--- config.mk ---
export PLATFORM = sky130hd
export DESIGN_NAME = cordic_fp_normalize_pipe
export DESIGN_NICKNAME = d
export VERILOG_FILES = /design/src/rtl/cordic_fp_pkg.sv /design/src/rtl/cordic_fp_normalize_pipe_lzc.sv /design/src/rtl/cordic_fp_normalize_pipe.sv
export SDC_FILE = /design/constraint.sdc
export NUM_CORES = 1
export LEC_CHECK = 0
export CORE_ASPECT_RATIO = 0.9
export CORE_UTILIZATION = 42
export DETAILED_ROUTE_END_ITERATION = 8
export PLACE_DENSITY = 0.75
export SYNTH_ARGS = -nofsm -noshare
export SYNTH_HDL_FRONTEND = slang
export SYNTH_HIERARCHICAL = 1
export SYNTH_SLANG_ARGS = --single-unit
--- constraint.sdc ---
create_clock -name clk -period 8.99 [get_ports clk]
set_clock_uncertainty 0.1 [all_clocks]
set_input_delay 1.798 -clock clk [delete_from_list [all_inputs] [get_ports clk]]
set_output_delay 1.798 -clock clk [all_outputs]
set_load 0.005 [all_outputs]
--- src/rtl/cordic_fp_pkg.sv ---
// cordic_fp_pkg: shared defaults and types for the CORDIC floating-point normaliser
// Contents: default widths, leading-zero count width, saturated exponent and stage-1 payload layout.
package cordic_fp_pkg;
    localparam int IN_W_DEF  = 48;
    localparam int MAN_W_DEF = 24;
    localparam int EXP_W_DEF = 8;
    localparam int LZ_W      = $clog2(IN_W_DEF);
    localparam int EXP_MAX   = (1 << EXP_W_DEF) - 1;
    typedef struct packed {
        logic [IN_W_DEF-1:0]  mant;
        logic [EXP_W_DEF-1:0] exp;
        logic [LZ_W-1:0]      lz;
        logic                 zero;
    } s1_payload_t;
endpackage

--- src/rtl/cordic_fp_normalize_pipe_lzc.sv ---
// cordic_fp_lzc: combinational leading-zero counter built as a pairwise OR/mux tree
// Ports: d_i (W-bit word), lz_o (zeros above the leading one), zero_o (d_i is all zeros).
module cordic_fp_lzc #(
    parameter int W = 48
) (
    input  logic [W-1:0]         d_i,
    output logic [$clog2(W)-1:0] lz_o,
    output logic                 zero_o
);
    localparam int LW = $clog2(W);
    localparam int P  = 1 << LW;
    genvar k, j;
    for (k = 0; k <= LW; k++) begin : g_lvl
        logic [(P>>k)-1:0]    v;
        logic [(P>>k)*LW-1:0] c;
        if (k == 0) begin : g_leaf
            // pad on the right so the word is MSB-aligned in a power-of-two tree
            assign v = P'(d_i) << (P - W);
            assign c = '0;
        end else begin : g_node
            for (j = 0; j < (P >> k); j++) begin : g_pair
                assign v[j] = g_lvl[k-1].v[2*j+1] | g_lvl[k-1].v[2*j];
                // high half empty: count all its 2^(k-1) zeros plus the low half's count
                assign c[j*LW +: LW] = g_lvl[k-1].v[2*j+1] ? g_lvl[k-1].c[(2*j+1)*LW +: LW]
                                                           : (g_lvl[k-1].c[2*j*LW +: LW] | LW'(1 << (k-1)));
            end
        end
    end
    assign lz_o   = g_lvl[LW].c;
    assign zero_o = !g_lvl[LW].v[0];
endmodule

--- src/rtl/cordic_fp_normalize_pipe.sv ---
// cordic_fp_normalize_pipe: two-stage leading-one normaliser with valid/ready backpressure
// Ports: clk, reset_n (async active-low); in_valid/in_ready/in_mant/in_exp input beat;
// out_valid/out_ready/out_mant/out_exp/out_shift/out_zero/out_uflow/out_oflow output beat.
// Build option: CORDIC_FP_NORM_ROUND_EN selects round-to-nearest-even instead of truncation.
module cordic_fp_normalize_pipe
    import cordic_fp_pkg::*;
#(
    parameter int IN_W  = cordic_fp_pkg::IN_W_DEF,
    parameter int MAN_W = cordic_fp_pkg::MAN_W_DEF,
    parameter int EXP_W = cordic_fp_pkg::EXP_W_DEF
) (
    input  logic                    clk,
    input  logic                    reset_n,
    input  logic                    in_valid,
    output logic                    in_ready,
    input  logic [IN_W-1:0]         in_mant,
    input  logic [EXP_W-1:0]        in_exp,
    output logic                    out_valid,
    input  logic                    out_ready,
    output logic [MAN_W-1:0]        out_mant,
    output logic [EXP_W-1:0]        out_exp,
    output logic [$clog2(IN_W)-1:0] out_shift,
    output logic                    out_zero,
    output logic                    out_uflow,
    output logic                    out_oflow
);
    localparam int LW   = $clog2(IN_W);
    localparam int EW   = EXP_W + 2;
    localparam int EMAX = (1 << EXP_W) - 1;
    typedef struct packed {
        logic [IN_W-1:0]  mant;
        logic [EXP_W-1:0] exp;
        logic [LW-1:0]    lz;
        logic             zero;
    } s1_t;
    s1_t              s1_q;
    logic             s1_valid_q, out_valid_q, s1_ready;
    logic [LW-1:0]    lz;
    logic             lz_zero;
    logic [EW-1:0]    e, e_r;
    logic [MAN_W-1:0] mant_r;
    logic             uflow, oflow;
    logic [MAN_W-1:0] out_mant_q, out_mant_d;
    logic [EXP_W-1:0] out_exp_q, out_exp_d;
    logic [LW-1:0]    out_shift_q, out_shift_d;
    logic             out_zero_q, out_zero_d, out_uflow_q, out_oflow_q;
    cordic_fp_lzc #(.W(IN_W)) u_lzc (.d_i(in_mant), .lz_o(lz), .zero_o(lz_zero));
    assign s1_ready = !out_valid_q | out_ready;
    assign in_ready = !s1_valid_q | s1_ready;
    // signed exponent with headroom: +1 because the binary point sits below two integer bits
    assign e = EW'(s1_q.exp) + EW'(1) - EW'(s1_q.lz);
`ifdef CORDIC_FP_NORM_ROUND_EN
    logic [IN_W+1:0]  ext;
    logic [MAN_W:0]   rnd;
    logic             up;
    // two zero pad bits keep guard/sticky slices legal even when MAN_W == IN_W
    assign ext    = {s1_q.mant << s1_q.lz, 2'b00};
    assign up     = ext[IN_W+1-MAN_W] & ((|ext[IN_W-MAN_W:0]) | ext[IN_W+2-MAN_W]);
    assign rnd    = {1'b0, ext[IN_W+1 -: MAN_W]} + (MAN_W+1)'(up);
    assign mant_r = rnd[MAN_W] ? {1'b1, {(MAN_W-1){1'b0}}} : rnd[MAN_W-1:0];
    assign e_r    = e + EW'(rnd[MAN_W]);
`else
    assign mant_r = MAN_W'((s1_q.mant << s1_q.lz) >> (IN_W - MAN_W));
    assign e_r    = e;
`endif
    assign uflow       = !s1_q.zero & (e_r[EW-1] | (e_r == '0));
    assign oflow       = !s1_q.zero & !e_r[EW-1] & (e_r >= EW'(EMAX));
    assign out_mant_d  = (s1_q.zero | uflow | oflow) ? '0 : mant_r;
    assign out_exp_d   = oflow ? '1 : (s1_q.zero | uflow) ? '0 : e_r[EXP_W-1:0];
    assign out_shift_d = s1_q.zero ? '0 : s1_q.lz;
    assign out_zero_d  = s1_q.zero | uflow;
    always_ff @(posedge clk or negedge reset_n) begin
        if (!reset_n) begin
            s1_valid_q  <= 1'b0;
            s1_q        <= '0;
            out_valid_q <= 1'b0;
            out_mant_q  <= '0;
            out_exp_q   <= '0;
            out_shift_q <= '0;
            out_zero_q  <= 1'b0;
            out_uflow_q <= 1'b0;
            out_oflow_q <= 1'b0;
        end else begin
            if (in_ready) s1_valid_q <= in_valid;
            if (in_valid && in_ready) s1_q <= {in_mant, in_exp, lz, lz_zero};
            if (s1_ready) out_valid_q <= s1_valid_q;
            if (s1_valid_q && s1_ready) begin
                out_mant_q  <= out_mant_d;
                out_exp_q   <= out_exp_d;
                out_shift_q <= out_shift_d;
                out_zero_q  <= out_zero_d;
                out_uflow_q <= uflow;
                out_oflow_q <= oflow;
            end
        end
    end
    assign out_valid = out_valid_q;
    assign out_mant  = out_mant_q;
    assign out_exp   = out_exp_q;
    assign out_shift = out_shift_q;
    assign out_zero  = out_zero_q;
    assign out_uflow = out_uflow_q;
    assign out_oflow = out_oflow_q;
endmodule

==> key figures <==
STA
  – Worst slew pin tran: 1.12 ns
  – Final Critical Period: 4.84 ns
  – Setup-failing EPs final: 0
  – Period utilisation layout: 53.8%
  – RSZ-0062 raised after global routing: no
  – Final Hold Fails: 0
  – Slew Limit Fails: 0
  – Slew HR: 24.7%
  – Fmax achieved: 0.207 GHz
  – Setup_tns: 0 ns

Die
  – Core area: 17200 µm²
  – Die W: 143 µm
  – Initial Util: 43.6%
  – Die Y: 129 µm
  – I/O pin cnt: 103
  – Die Area: 18400 µm²
  – Row count: 45

Clock network
  – Clock transition at path regs: 0.07 ns
  – Clock Latency Late Sink: 0.35 ns
  – CTS max path bufs: 2
  – Root Buffer: clkbuf_16
  – Postcts setup bufs: 0
  – CTS H-tree lvls: 3
  – TritonCTS clock tree: yes
  – # hold bufs at CTS: 0
  – Clk sinks: 106
  – Post-CTS sizing: 0
  – CTS Buf Count: 9

Place
  – IO Port Bufs: 102
  – Post-Place Cells: 1056
  – GPL Wtd Cong: 0.972
  – Final HPWL from detailed placement: 15900 µm

Worst setup path
  – Startpoint types: primary input
  – Last element of the critical path: in_ready
  – FF-to-FF path depth: 10
  – Reg2reg setup slack: 4.38 ns
  – Worst reg2reg path startpoint: s1_q[5]$_DFFE_PN0P_
  – CP Capture Type: output pin
  – CP startpoint: out_ready
  – Crit path max fanout: 3
  – Worst path required time: 7.09 ns
  – Reg-to-reg endpoint: out_exp[0]$_DFFE_PN0P_
  – Kind of critical path: in2out
  – Crit path DAT: 2.94 ns

Routing
  – Post-route ant nets: 0
  – Initial DRT Pass Iterations: 5
  – Drt first-iter violations: 767
  – Drt drc: 0
  – Post-Route WL: 20800 µm
  – Wirelength per Cell: 19.4 µm
  – Total number of vias: 6451
  – Vias/cell: 6.02

Power
  – Lkg Pwr: 0.00361 µW
  – Worst vdd ir: 0.110 mV
  – Cell area power density: 211 nW/µm²

Yosys
  – Mapped Area: 7490 µm²
  – Seq cells post-synth: 106
  – Syn Inst Count: 760
  – Ys Warns: 6
  – Sequential fraction of the synthesis area: 35.4%
  – Synthesized area per cell: 9.85 µm²
  – Synth unique cells: 69
  – Mapped Nets: 835
  – Most common flop cell mapped by yosys: dfrtp_1
  – EDFF count, synth: 0
  – Asr flop ratio synth: 100%

Global routing
  – Vias in the first global route: 6000
  – Total track usage: 23.4%
  – Initial antenna violation count: 0
  – First-pass GRT wire length: 33100 µm
  – Pin count of the biggest net entering global routing: 71
  – Total gr overflow: 0

Status
  – Status: complete, no violations

Final layout
  – Fill cells: 1575
  – Synth-to-Final Area Change: 19.7%
  – Most common cell after layout, fill and taps aside: dfrtp_1
  – Post-layout nets: 907
  – Most frequent cells in the layout: dfrtp_1, mux2_2, clkdlybuf4s50_1
  – Diode count: 0
  – Layout cell share with drive strength beyond 1: 18.6%
  – Post-route insts no fill: 1072

Run
  – Max-Cap Viols: 0

Hold path
  – Hold WC Path Type: reg2reg
[metrics by stage]
step	cell area, µm²	hold WS, ns	utilization, %	worst slack [ns]	power [µW]
after floorplan	7490	0.371	-	5.11	1140
after global placement	8640	0.367	50.3	4.15	1450
after detailed placement	8640	0.376	50.3	4.15	1460
after CTS	8960	0.393	52.2	4.15	1890
after global routing	8960	0.410	52.2	3.94	2010
final	8960	0.382	52.2	4.15	1890
[layer usage]
layer	track usage (%)	vias up	wire length [µm]
li1	-	3023	-
met1	34.5	3142	9680
met2	35.5	257	9300
met3	4.32	29	1550
met4	5.63	0	279
met5	0	-	0
[cell usage after synthesis (4+ instances only)]
cell      count  area [µm²]
a221o_1       7        70.1
dfrtp_1     106        2650
nor2b_1       8        50.1
buf_1         4        15.0
a31oi_1       4        25.0
o21bai_1      4        30.0
nand2b_1     10        62.6
o211ai_1     11        82.6
inv_1        20        75.1
a21oi_1      21         105
o21a_1        4        30.0
clkbuf_1     31         116
nor4_1        8        50.1
nand2_1      79         297
a22o_1       18         158
or2_2         5        31.3
a211oi_1      5        37.5
buf_2         7        35.0
ha_1         14         175
mux2i_1      50         500
o221ai_1     10        87.6
a22oi_1       6        45.0
or4_1         4        30.0
nor2_1       53         199
o31ai_1      11        82.6
nand4_1       4        25.0
o311ai_0      4        35.0
nand3_1       4        20.0
o21ai_0      37         185
mux2_2      103        1160
o22ai_1      10        62.6
a221oi_1     11        96.3
buf_4         4        30.0
nor3_1       16        80.1
and2_1        4        25.0
mux4_2       10         225
[registers in the layout, indices dropped and copies added, names as in the netlist]
| name | flops |
|---|---|
| out_valid | 1 |
| s1_q | 63 |
| out_zero | 1 |
| out_exp | 8 |
| out_shift | 6 |
| out_mant | 24 |
| out_oflow | 1 |
| s1_valid_q | 1 |
| out_uflow | 1 |
[critical path: stages]
cell             delay, ns
clkdlybuf4s50_1       0.46
nand3b_1              0.16
clkdlybuf4s50_1       0.52
[final cells by class]
| class | count | area, µm² | share of cell area [%] |
|---|---|---|---|
| sequential | 106 | 2650 | 29.6 |
| inverter | 24 | 90.1 | 1.01 |
| multi-input combinational | 582 | 4530 | 50.5 |
| timing repair buffer | 109 | 1070 | 12.0 |
| clock inverter | 7 | 101 | 1.13 |
| clock buffer | 9 | 225 | 2.51 |
| tap | 235 | 294 | 3.28 |
[power breakdown]
group	switching, µW	internal [µW]
Combinational	397	408
Clock	182	247
Sequential	79.5	579
[cells by family after synthesis]
family / Yosys count / synth area share, %
DFF: 106 / 35.4
buffers and inverters: 72 / 4.13
and+or+nand+nor: 212 / 13.8
AOI/OAI and AO/OA: 190 / 18.6
xor gates and xnor gates: 2 / 0.234
adders and majority gates: 15 / 2.61
muxes: 163 / 25.2
[worst min-delay path by stage]
stage / depth (start not counted) / slack, ns / start / endpoint
6_report: 2 / 0.38 / out_shift[4]$_DFFE_PN0P_ / out_shift[4]$_DFFE_PN0P_
2_1_floorplan: 1 / 0.37 / s1_valid_q$_DFFE_PN0N_ / out_valid$_DFFE_PN0P_
5_1_grt: 2 / 0.41 / out_shift[4]$_DFFE_PN0P_ / out_shift[4]$_DFFE_PN0P_
3_5_place_dp: 2 / 0.38 / out_shift[4]$_DFFE_PN0P_ / out_shift[4]$_DFFE_PN0P_
4_1_cts: 2 / 0.39 / out_shift[4]$_DFFE_PN0P_ / out_shift[4]$_DFFE_PN0P_
3_3_place_gp: 2 / 0.37 / out_shift[4]$_DFFE_PN0P_ / out_shift[4]$_DFFE_PN0P_
Note: power is estimated with default switching activity, not from simulation.
